===== config.mk =====
export PLATFORM = sky130hd
export DESIGN_NAME = rx_byte_deframer
export DESIGN_NICKNAME = d
export VERILOG_FILES = /design/src/rtl/rx_byte_deframer.sv
export SDC_FILE = /design/constraint.sdc
export NUM_CORES = 1
export LEC_CHECK = 0
export CAP_MARGIN = 20
export CELL_PAD_IN_SITES_DETAIL_PLACEMENT = 0
export CELL_PAD_IN_SITES_GLOBAL_PLACEMENT = 2
export CORE_ASPECT_RATIO = 0.8
export CORE_UTILIZATION = 36
export CTS_CLUSTER_DIAMETER = 30
export DETAILED_ROUTE_END_ITERATION = 7
export PLACE_DENSITY_LB_ADDON = 0.3
export RECOVER_POWER = 25
export SETUP_SLACK_MARGIN = 0.02
export SLEW_MARGIN = 10
export SYNTH_ARGS = -nofsm -noshare
export SYNTH_HDL_FRONTEND = slang
export SYNTH_SLANG_ARGS = --single-unit

===== constraint.sdc =====
create_clock -name clk -period 1.8 [get_ports clk]
set_clock_uncertainty 0.2 [all_clocks]
set_input_delay 0.36 -clock clk [delete_from_list [all_inputs] [get_ports clk]]
set_output_delay 0.36 -clock clk [all_outputs]
set_load 0.05 [all_outputs]

===== src/rtl/rx_byte_deframer.sv =====
`default_nettype none
// ============================================================================
// Module   : rx_byte_deframer
// Brief    : Sync hunt, length parse, payload forward and CRC-16 check of the
//            RX byte stream. DEFRAMER_STATS_EN adds good/bad frame counters.
// Revision : 1.0 - initial release
// ============================================================================
module rx_byte_deframer #(
    parameter logic [15:0] SYNC_WORD = 16'hA55A,
    parameter int unsigned MAX_LEN   = 1500,
    parameter logic [15:0] CRC_INIT  = 16'hFFFF
) (
    input  logic        clk,
    input  logic        rst_n,
    input  logic [7:0]  s_data,
    input  logic        s_valid,
    output logic        s_ready,
    output logic [7:0]  m_data,
    output logic        m_valid,
    output logic        m_last,
    input  logic        m_ready,
    output logic        frame_done,
    output logic        frame_ok,
`ifdef DEFRAMER_STATS_EN
    output logic [15:0] good_cnt,
    output logic [15:0] bad_cnt,
`endif
    output logic        len_err
);

    localparam logic [15:0] c_MAX_LEN = 16'(MAX_LEN);

    typedef enum logic [2:0] {
        ST_HUNT    = 3'd0,
        ST_LEN_HI  = 3'd1,
        ST_LEN_LO  = 3'd2,
        ST_PAYLOAD = 3'd3,
        ST_CRC_HI  = 3'd4,
        ST_CRC_LO  = 3'd5,
        ST_STATUS  = 3'd6
    } state_t;

    state_t      state_q;
    logic        ready_en_q;
    logic [15:0] sync_q;
    logic [7:0]  len_hi_q;
    logic [15:0] cnt_q;
    logic [15:0] crc_q;
    logic [15:0] rx_crc_q;
    logic [7:0]  m_data_q;
    logic        m_valid_q;
    logic        m_last_q;
    logic        frame_done_q;
    logic        frame_ok_q;
    logic        len_err_q;

    logic        w_in_fire;
    logic        w_out_fire;
    logic [15:0] w_sync_next;
    logic [15:0] w_len;

    // CRC-16/CCITT, MSB-first, one byte per call
    function automatic logic [15:0] crc16_byte(input logic [15:0] crc, input logic [7:0] data);
        logic [15:0] c;
        c = crc;
        for (int i = 7; i >= 0; i--) begin
            if (c[15] ^ data[i]) c = {c[14:0], 1'b0} ^ 16'h1021;
            else                 c = {c[14:0], 1'b0};
        end
        return c;
    endfunction

    // ready_en_q keeps s_ready low while in reset and for the first edge after it
    always_comb begin
        s_ready = 1'b0;
        if (ready_en_q) begin
            case (state_q)
                ST_PAYLOAD: s_ready = !m_valid_q || m_ready;
                ST_STATUS:  s_ready = 1'b0;
                default:    s_ready = 1'b1;
            endcase
        end
    end

    assign w_in_fire   = s_valid && s_ready;
    assign w_out_fire  = m_valid_q && m_ready;
    assign w_sync_next = {sync_q[7:0], s_data};
    assign w_len       = {len_hi_q, s_data};

    always_ff @(posedge clk or negedge rst_n) begin
        if (!rst_n) begin
            state_q      <= ST_HUNT;
            ready_en_q   <= 1'b0;
            sync_q       <= 16'h0000;
            len_hi_q     <= 8'h00;
            cnt_q        <= 16'h0000;
            crc_q        <= CRC_INIT;
            rx_crc_q     <= 16'h0000;
            m_data_q     <= 8'h00;
            m_valid_q    <= 1'b0;
            m_last_q     <= 1'b0;
            frame_done_q <= 1'b0;
            frame_ok_q   <= 1'b0;
            len_err_q    <= 1'b0;
        end else begin
            ready_en_q   <= 1'b1;
            frame_done_q <= 1'b0;
            frame_ok_q   <= 1'b0;
            len_err_q    <= 1'b0;

            // A payload load later in this block overrides the drain
            if (w_out_fire) begin
                m_valid_q <= 1'b0;
                m_last_q  <= 1'b0;
            end

            case (state_q)
                ST_HUNT: begin
                    if (w_in_fire) begin
                        sync_q <= w_sync_next;
                        if (w_sync_next == SYNC_WORD) state_q <= ST_LEN_HI;
                    end
                end
                ST_LEN_HI: begin
                    if (w_in_fire) begin
                        len_hi_q <= s_data;
                        state_q  <= ST_LEN_LO;
                    end
                end
                ST_LEN_LO: begin
                    if (w_in_fire) begin
                        if (w_len == 16'd0 || w_len > c_MAX_LEN) begin
                            len_err_q <= 1'b1;
                            sync_q    <= 16'h0000;
                            state_q   <= ST_HUNT;
                        end else begin
                            crc_q   <= CRC_INIT;
                            cnt_q   <= w_len;
                            state_q <= ST_PAYLOAD;
                        end
                    end
                end
                ST_PAYLOAD: begin
                    if (w_in_fire) begin
                        m_data_q  <= s_data;
                        m_valid_q <= 1'b1;
                        m_last_q  <= (cnt_q == 16'd1);
                        crc_q     <= crc16_byte(crc_q, s_data);
                        cnt_q     <= cnt_q - 16'd1;
                        if (cnt_q == 16'd1) state_q <= ST_CRC_HI;
                    end
                end
                ST_CRC_HI: begin
                    if (w_in_fire) begin
                        rx_crc_q[15:8] <= s_data;
                        state_q        <= ST_CRC_LO;
                    end
                end
                ST_CRC_LO: begin
                    if (w_in_fire) begin
                        rx_crc_q[7:0] <= s_data;
                        state_q       <= ST_STATUS;
                    end
                end
                ST_STATUS: begin
                    // Status waits for the last payload byte to leave the output register
                    if (!m_valid_q) begin
                        frame_done_q <= 1'b1;
                        frame_ok_q   <= (rx_crc_q == crc_q);
                        sync_q       <= 16'h0000;
                        state_q      <= ST_HUNT;
                    end
                end
                default: state_q <= ST_HUNT;
            endcase
        end
    end

    assign m_data     = m_data_q;
    assign m_valid    = m_valid_q;
    assign m_last     = m_last_q;
    assign frame_done = frame_done_q;
    assign frame_ok   = frame_ok_q;
    assign len_err    = len_err_q;

`ifdef DEFRAMER_STATS_EN
    logic [15:0] good_cnt_q;
    logic [15:0] bad_cnt_q;

    always_ff @(posedge clk or negedge rst_n) begin
        if (!rst_n) begin
            good_cnt_q <= 16'h0000;
            bad_cnt_q  <= 16'h0000;
        end else begin
            if (frame_done_q && frame_ok_q && good_cnt_q != 16'hFFFF)
                good_cnt_q <= good_cnt_q + 16'd1;
            if (((frame_done_q && !frame_ok_q) || len_err_q) && bad_cnt_q != 16'hFFFF)
                bad_cnt_q <= bad_cnt_q + 16'd1;
        end
    end

    assign good_cnt = good_cnt_q;
    assign bad_cnt  = bad_cnt_q;
`endif

endmodule
`default_nettype wire


# Word level (Yosys, flattened, before mapping)
# Cells that the tools add are included.
# totals
regBits,81
inputBits,12
out_inout_bits,14
word_cells,129
# classes
add_sub_neg,1
n_lt_le_gt_ge,1
eq_ne,20
muxes,61
n_bitwise,16
n_reduce_logical,16
# ops
op,n
two-way mux 16 bit,20
two-way mux 13 bit,8
one-hot mux 16 bit (2 select lines),2
two-way mux 8 bit,4
two-way mux 3 bit,9
NOT 3 bit,8
one-hot mux 8 bit (3 select lines),1
!= test 2 bit (second input constant),11
one-hot mux 3 bit (7 select lines),1
== test 16 x 1 -> 1 bit (second input constant),1
== test 16 bit,1
== test 16 bit (second input constant),1
greater-than comparator 16 x 11 -> 1 bit (second input constant),1
zero test 16 bit,1
subtractor 16 x 1 -> 16 bit (second input constant),1
two-way mux 1 bit,14
== test 3 bit (second input constant),3
AND reduction 9 bit,1
AND reduction 2 bit,4
bitwise XOR 1 bit,8
== test 3 x 2 -> 1 bit (second input constant),2
AND reduction 5 bit,1
AND reduction 4 bit,1
== test 3 x 1 -> 1 bit (second input constant),1
other kinds (8),10

# Depth between registers and ports, before layout
# Gate-level depths: netlist (run 1).
# logic_depth
ltp_word,35
ltp_mapped,7
mapped_depth_nobuf,6

# Least setup slack after synthesis (run 1)
# No wires, ideal clock.
# synth_timing
kind,flip-flop to output port
startpoint,register m_valid_q (netlist: m_valid)
endpoint,output s_ready
arrival_time_ps,1592
required_time_ps,1240
slack_ps,-352
path_stages_with_launch,4
path_buffers,0
cell_sequence,dfrtp_1 > nand4bb_1 > a21oi_1 > nor2b_1
# synth_via
elab_chain_len,4
# synth_lines
item,line,text
"start, declared",51,logic m_valid_q;
"start signal, assigned",100,m_valid_q <= 1'b0;
"start signal, assigned",113,m_valid_q <= 1'b0;
"start signal, assigned",146,m_valid_q <= 1'b1;
zero test 1 bit,n/a,
logical OR 1 bit,78,ST_PAYLOAD: s_ready = !m_valid_q || m_ready;
one-hot mux 1 bit (2 select lines),77,case (state_q)
two-way mux 1 bit,76,if (ready_en_q) begin
"end, declared",17,"output logic s_ready,"
# Every way passes these cells.

# Worst setup path after layout (run 1)
# layout_timing
startpoint,register len_hi_q[4]
endpoint,register cnt_q[2]
# layout_via
elab_chain_len,4
word_cells_on_any_way,5
classes_between,order compare: 1; eq/ne: 1; reduce/logical: 3
# layout_lines
item,line,text
"start, declared",46,logic [7:0] len_hi_q;
"start signal, assigned",126,len_hi_q <= s_data;
greater-than comparator 16 x 11 -> 1 bit or zero test 16 bit (tied branches),132,if (w_len == 16'd0 || w_len > c_MAX_LEN) begin
logical OR 1 bit *,132,
!= test 2 bit (no line) *,n/a,
AND reduction 4 bit (no line) *,n/a,
"end signal, assigned",138,cnt_q <= w_len;
"end signal, assigned",149,cnt_q <= cnt_q - 16'd1;
"end, declared",47,logic [15:0] cnt_q;
# Mark *: on every way between the ends. The rest lies on a longest branch, timed or not.
# A chain may end at the register's enable or synchronous reset.

==> reports/results.tsv, run 1 <==
stage	metric	value	unit
status	outcome	complete, but fails checks	
status	failing checks	negative setup slack	
critical_path	worst path bufs/invs	3	
sta	final worst path period share	122	%
placed_design	placed cells	645	
layout	Fillers	893	
die	Die W	123	um
cts	TritonCTS clock tree	done	
grt	initial antenna violation count	0	
route	1st-iter DRT viols	277	
cts	CTS Buffer Depth	2	
placed_design	area post-placement	5670	um2
cts	clk slew on worst S/H paths	60	ps
synth	synthesis-stage register bit count	81	
route	DRC	0	
route	via count	3551	
synth	Syn. warnings	0	
sta	Worst Tran Pin Value	547	ps
layout	Reg area	2050	um2
cts	root buf cell	clkbuf_16	
sta	Max Fclk	0.456	GHz
layout	commonest non-fill, non-tap cell in the layout	buf_4	
cts	H-tree depth	3	
flow_run	Max Cap Viol	0	
synth	Synth Cell Area	4200	um2
layout	fin area	6410	um2
layout	Ant. Diodes	0	
die	die area	12100	um2
grt	first-pass GRT wire length	19.9	mm
grt	largest net degree at the start of global routing	39	
critical_path	Critical Path, Cell by Cell	nor4_4, buf_4, and4bb_2, buf_6, a31oi_4, buf_6, a221o_1	
min_path	min-delay worst type	reg2reg	
layout	Nets	540	
route	final WL	12.4	mm
critical_path	most used cell, CP	buf_6	
synth	Post-synth ARST share	100	%
layout	area of the multi-input gates	2360	um2
route	DRT antenna net count	0	
sta	Worst slew margin	63.6	%
route	First-pass DRT Iterations	4	
critical_path	Required @ worst endpoint	1820	ps
placed_design	number of port buffers	25	
cts	CTS Buf Count	9	
die	DIE HEIGHT	98.6	um
die	row count	34	
cts	clock insertion delay at the later pin of the skew report	330	ps
power_and_ir_drop	leak pwr	2.88	nW
cts	CTS sink cnt	81	
critical_path	R2R Setup Slk	-390	ps
critical_path	arrival time worst endpoint	2210	ps
grt	vias in the first global route	3697	
critical_path	CP max stage delay	410	ps
layout	most frequent cells in the layout	buf_4 (95), dfrtp_1 (62), nand2_1 (39)	
synth	Most used DFF post-synth	dfrtp_1	
die	Boundary Pins	26	
die	Starting Density	37.8	%
critical_path	critical path type	reg2reg	
critical_path	Crit path max-delay family	simple AND/OR/NAND/NOR gates	
layout	fin util	57.7	%
power_and_ir_drop	maximum vdd drop	570	uV
sta	final hold vios	0	
layout	Synth-to-Final Area Change	52.6	%
critical_path	Setup crit end kind	register	
synth	syn nets	405	
placed_design	Final HPWL DP	8.91	mm
critical_path	Slowest-stage cell, CP	dfrtp_1	
sta	Worst Slack Setup Final	-394	ps
synth	Mean Syn Cell Area	10.7	um2
sta	Period minus WS final	2190	ps
power_and_ir_drop	Power Density	1300	nW/um2
synth	Syn Inst Count	391	
route	Avg Vias per Cell	5.26	
sta	sum of negative setup slack	-13360	ps
synth	Seq/Total Area, Yosys	48.7	%
grt	total grt overflow	0	
sta	count of pins over their slew limit	0	
critical_path	crit start category	register	
layout	Finished Layout Cells	675	
grt	Tot GR Track Use	22.0	%
route	WL per Instance	18.4	um
sta	setup violators final	43	
sta	unrepaired setup endpoints after global routing	yes	
sta	WHS	302	ps
synth	Netlist cell types	61	
layout	layout cells sized above 1	48.8	%
critical_path	Worst Path Max Fanout	3	
placed_design	Post-Place Worst Slack	-871	ps
die	Core Area	11100	um2
synth	number of synthesized flops with an enable pin	0	
placed_design	GPL Wtd Cong	0.847	
power_and_ir_drop	overall power	8.36	mW
## flip-flops by register name (all words and copies together) (netlist names)
name / cells
m_last: 1
cnt_q: 16
state_q: 3
m_data: 8
frame_ok: 1
rx_crc_q: 16
sync_q: 8
m_valid: 1
len_hi_q: 8
len_err: 1
frame_done: 1
ready_en_q: 1
crc_q: 16
## cell usage after synthesis, drive strengths merged (8+ instances only)
master / count / area [um2]
nand2: 50 / 188
buf: 13 / 73.8
nor2: 14 / 60.1
a2bb2oi: 11 / 96.3
dfrtp: 65 / 1630
o21ai: 9 / 45.0
mux2: 24 / 270
clkbuf: 10 / 37.5
dfstp: 16 / 420
a21oi: 8 / 40.0
xnor2: 35 / 307
mux2i: 8 / 80.1
nor4: 13 / 118
nand3: 10 / 55.1
inv: 14 / 52.6
## report_power, final
group / internal (mW) / leakage [nW] / switching, mW / total [mW]
combinational: 1.86 / 1.72 / 1.47 / 3.33
sequential: 2.49 / 1.01 / 0.525 / 3.02
clock: 1.29 / 0.157 / 0.718 / 2.01
total: 5.65 / 2.88 / 2.71 / 8.36
## logic make-up (layout without fill, tap and decap cells)
kind of cell / Yosys count / in the layout / synth area share [%]
XOR/XNOR: 40 / 40 / 8.34
multiplexers: 32 / 32 / 8.34
AO/OA/AOI/OAI: 70 / 70 / 13.1
flip-flops: 81 / 81 / 48.7
buffers and inverters: 37 / 177 / 3.90
AND/OR/NAND/NOR: 128 / 128 / 16.9
adder cells (fa/ha/maj): 2 / 2 / 0.596
other: 1 / 1 / 0.0893
## per-layer routing
metal	wire (um)	global-route usage, %
met5	0	0
met3	528	4.57
met2	5500	32.3
met4	145	5.53
met1	6270	32.6
## timing repair
item                       CTS  global route
hold buffers                 1             0
setup endpoints to repair   78            79
setup buffers                8             6
pin swaps                   23            28
hold endpoints to repair    18             0
resized for setup           57            33
## final timing paths
path,startpoint,endpoint,cells after the start
min in group asynchronous,rst_n,m_last,2
hold reg to reg,cnt_q[14],cnt_q[14],1
setup / recovery,len_hi_q[4],cnt_q[2],7
hold / removal,cnt_q[14],cnt_q[14],1
setup reg to reg,len_hi_q[4],cnt_q[2],7
max in group asynchronous,rst_n,state_q[1],3
## final cells by class
class	count	area share, %
Sequential cell	81	32.0
Inverter	14	0.820
Clock buffer	14	4.12
Tap cell	144	2.81
Timing Repair Buffer	147	22.5
Multi-Input combinational cell	273	36.8
Clock inverter	2	0.937
Power figures use the tool's default switching activity.
==> run 2, diff against run 1 <==
- CORE_MARGIN: unset -> 2
==> run 2 against run 1 <==
  * The run still ends with negative setup slack left
  * Worst setup slack improved by 79 ps
  * Count of clock-buffer cells in the layout fell by 2
  * First-iteration DRC count fell by 13%
  * Worst hold slack gained 20 ps
  * Via count down 0.93%
  * Die area up 3.7%
  * Critical path depth is the same
  * Non-clock buffer count decreased by 11
  * Core utilization down 2.0 points
  * Global-route usage down 1.4 points
  * Final area fell by 0.70%
  * Sequential share of layout area rose by 0.23 points
  * Critical endpoint is now cnt_q[5]
==> reports/results.tsv, run 2 (synthesis gave the netlist of run 1 again) <==
stage	metric	value	unit
status	outcome	complete, but fails checks	
status	failing checks	negative setup slack	
sta	setup violators final	43	
power_and_ir_drop	Clock power frac	25.1	%
die	Boundary Pins	26	
route	Avg Vias per Cell	5.27	
grt	total grt overflow	0	
cts	root buf cell	clkbuf_16	
layout	Reg area	2050	um2
cts	clock insertion delay at the later pin of the skew report	340	ps
sta	Worst Tran Pin Value	553	ps
route	DRC	0	
placed_design	Final HPWL DP	9.09	mm
critical_path	Worst Path Max Fanout	6	
placed_design	Post-Place Worst Slack	-807	ps
cts	clk slew on worst S/H paths	60	ps
placed_design	area post-placement	5620	um2
layout	most frequent cells in the layout	buf_4 (91), dfrtp_1 (62), nand2_1 (35), xnor2_1 (35), mux2_2 (24)	
cts	CTS sink cnt	81	
grt	vias in the first global route	3525	
grt	Tot GR Track Use	20.6	%
layout	Synth-to-Final Area Change	51.5	%
die	Die W	125	um
die	DIE HEIGHT	101	um
critical_path	R2R Setup Slk	-310	ps
critical_path	Setup crit end kind	register	
power_and_ir_drop	maximum vdd drop	645	uV
layout	Finished Layout Cells	668	
min_path	Hold EP	m_last	
sta	Period minus WS final	2110	ps
route	WL per Instance	18.9	um
die	row count	35	
flow_run	Max Cap Viol	0	
sta	final hold vios	0	
layout	Ant. Diodes	0	
layout	fin area	6360	um2
layout	Fillers	981	
power_and_ir_drop	overall power	8.29	mW
layout	fin util	55.7	%
power_and_ir_drop	Power Density	1300	nW/um2
sta	unrepaired setup endpoints after global routing	yes	
sta	Worst slew margin	63.1	%
critical_path	crit start category	register	
power_and_ir_drop	cell-internal power	5.55	mW
min_path	Hold Path Stages	4	
critical_path	R2R depth	7	
critical_path	R2R Path End	cnt_q[5]	
sta	count of pins over their slew limit	0	
sta	sum of negative setup slack	-9890	ps
route	final WL	12.6	mm
cts	TritonCTS clock tree	done	
power_and_ir_drop	Logic pwr share	38.6	%
placed_design	number of port buffers	25	
layout	layout cells sized above 1	49.4	%
cts	CTS Buf Count	9	
layout	Nets	529	
placed_design	GPL Wtd Cong	0.859	
cts	H-tree depth	3	
sta	WHS	322	ps
layout	area of the multi-input gates	2390	um2
cts	CTS Buffer Depth	2	
sta	Max Fclk	0.473	GHz
layout	commonest non-fill, non-tap cell in the layout	buf_4	
route	via count	3518	
sta	Worst Slack Setup Final	-315	ps
min_path	min-delay src	m_ready	
route	First-pass DRT Iterations	6	
grt	largest net degree at the start of global routing	38	
critical_path	arrival time worst endpoint	2140	ps
placed_design	placed cells	640	
critical_path	reg2reg start	len_hi_q[4]	
power_and_ir_drop	Flop pwr share	36.3	%
power_and_ir_drop	switch share	33.1	%
power_and_ir_drop	net switching power	2.74	mW
route	DRT antenna net count	0	
grt	initial antenna violation count	0	
layout	Largest regs	cnt_q x16, crc_q x16, rx_crc_q x16	
grt	first-pass GRT wire length	19.9	mm
die	Starting Density	36.7	%
die	Core Area	11400	um2
min_path	min-delay worst type	in2reg	
critical_path	critical path type	reg2reg	
sta	final worst path period share	117	%
route	1st-iter DRT viols	240	
die	die area	12500	um2
critical_path	Required @ worst endpoint	1820	ps
power_and_ir_drop	leak pwr	2.86	nW
[run 2: cell types whose count changed in the layout (fill, tap and decap cells not counted), sizes merged]
cell | before | now
clkdlybuf4s50 | 1 | 0
clkinv | 0 | 2
dlygate4sd2 | 9 | 10
clkbuf | 16 | 15
buf | 134 | 122
[run 2: final cells by class]
class                   instances  share of cell area [%]
repair buffers                136                    21.2
flip-flops and latches         81                    32.2
clock inverters                 4                    1.16
clock buffers                  12                    4.19
well taps                     148                    2.91
multi-input cells             273                    37.5
inverters                      14                   0.826
[run 2: worst max-delay path by stage]
| stage | start | endpoint | slack [ps] |
|---|---|---|---|
| after floorplan | s_data[7] | sync_q[0] | -240 |
| after global placement | s_data[0] | cnt_q[3] | -740 |
| after detailed placement | s_data[1] | cnt_q[3] | -810 |
| after CTS | len_hi_q[6] | cnt_q[5] | -310 |
| after global routing | len_hi_q[4] | cnt_q[12] | -410 |
| final | len_hi_q[4] | cnt_q[5] | -310 |
[run 2: what timing repair did]
action / 4_1_cts / 5_1_grt
endpoints found under the setup margin: 69 / 70
hold endpoints to repair: 18 / 0
gates cloned: 0 / 1
buffers inserted: 8 / 4
hold buffers: 1 / 0
pin swaps: 12 / 18
resized for setup: 36 / 49
[run 2: power groups by stage]
| stage | Clock [mW] | Sequential [mW] | Combinational, mW |
|---|---|---|---|
| floorplan | 0 | 3.03 | 1.78 |
| global placement | 0 | 2.98 | 2.94 |
| detailed placement | 0 | 3.01 | 2.98 |
| CTS | 2.13 | 2.99 | 3.10 |
| global route | 2.20 | 3.08 | 3.43 |
| finish | 2.08 | 3.01 | 3.20 |
[run 2: critical path, stage by stage, from the launching register on]
cell      delay (ps)
dfrtp_1          390
nor4_2           280
buf_4            150
and4bb_2         270
and3_4           230
buf_12           130
o21ai_2           60
a221o_1          300
[run 2: routing by layer]
layer | up-vias | routed length (um) | global-route usage (%)
met2 | 76 | 5390 | 29.3
met1 | 1770 | 6530 | 31.3
met4 | 0 | 133 | 5.10
met5 | - | 0 | 0
li1 | 1660 | - | -
met3 | 12 | 540 | 5.15
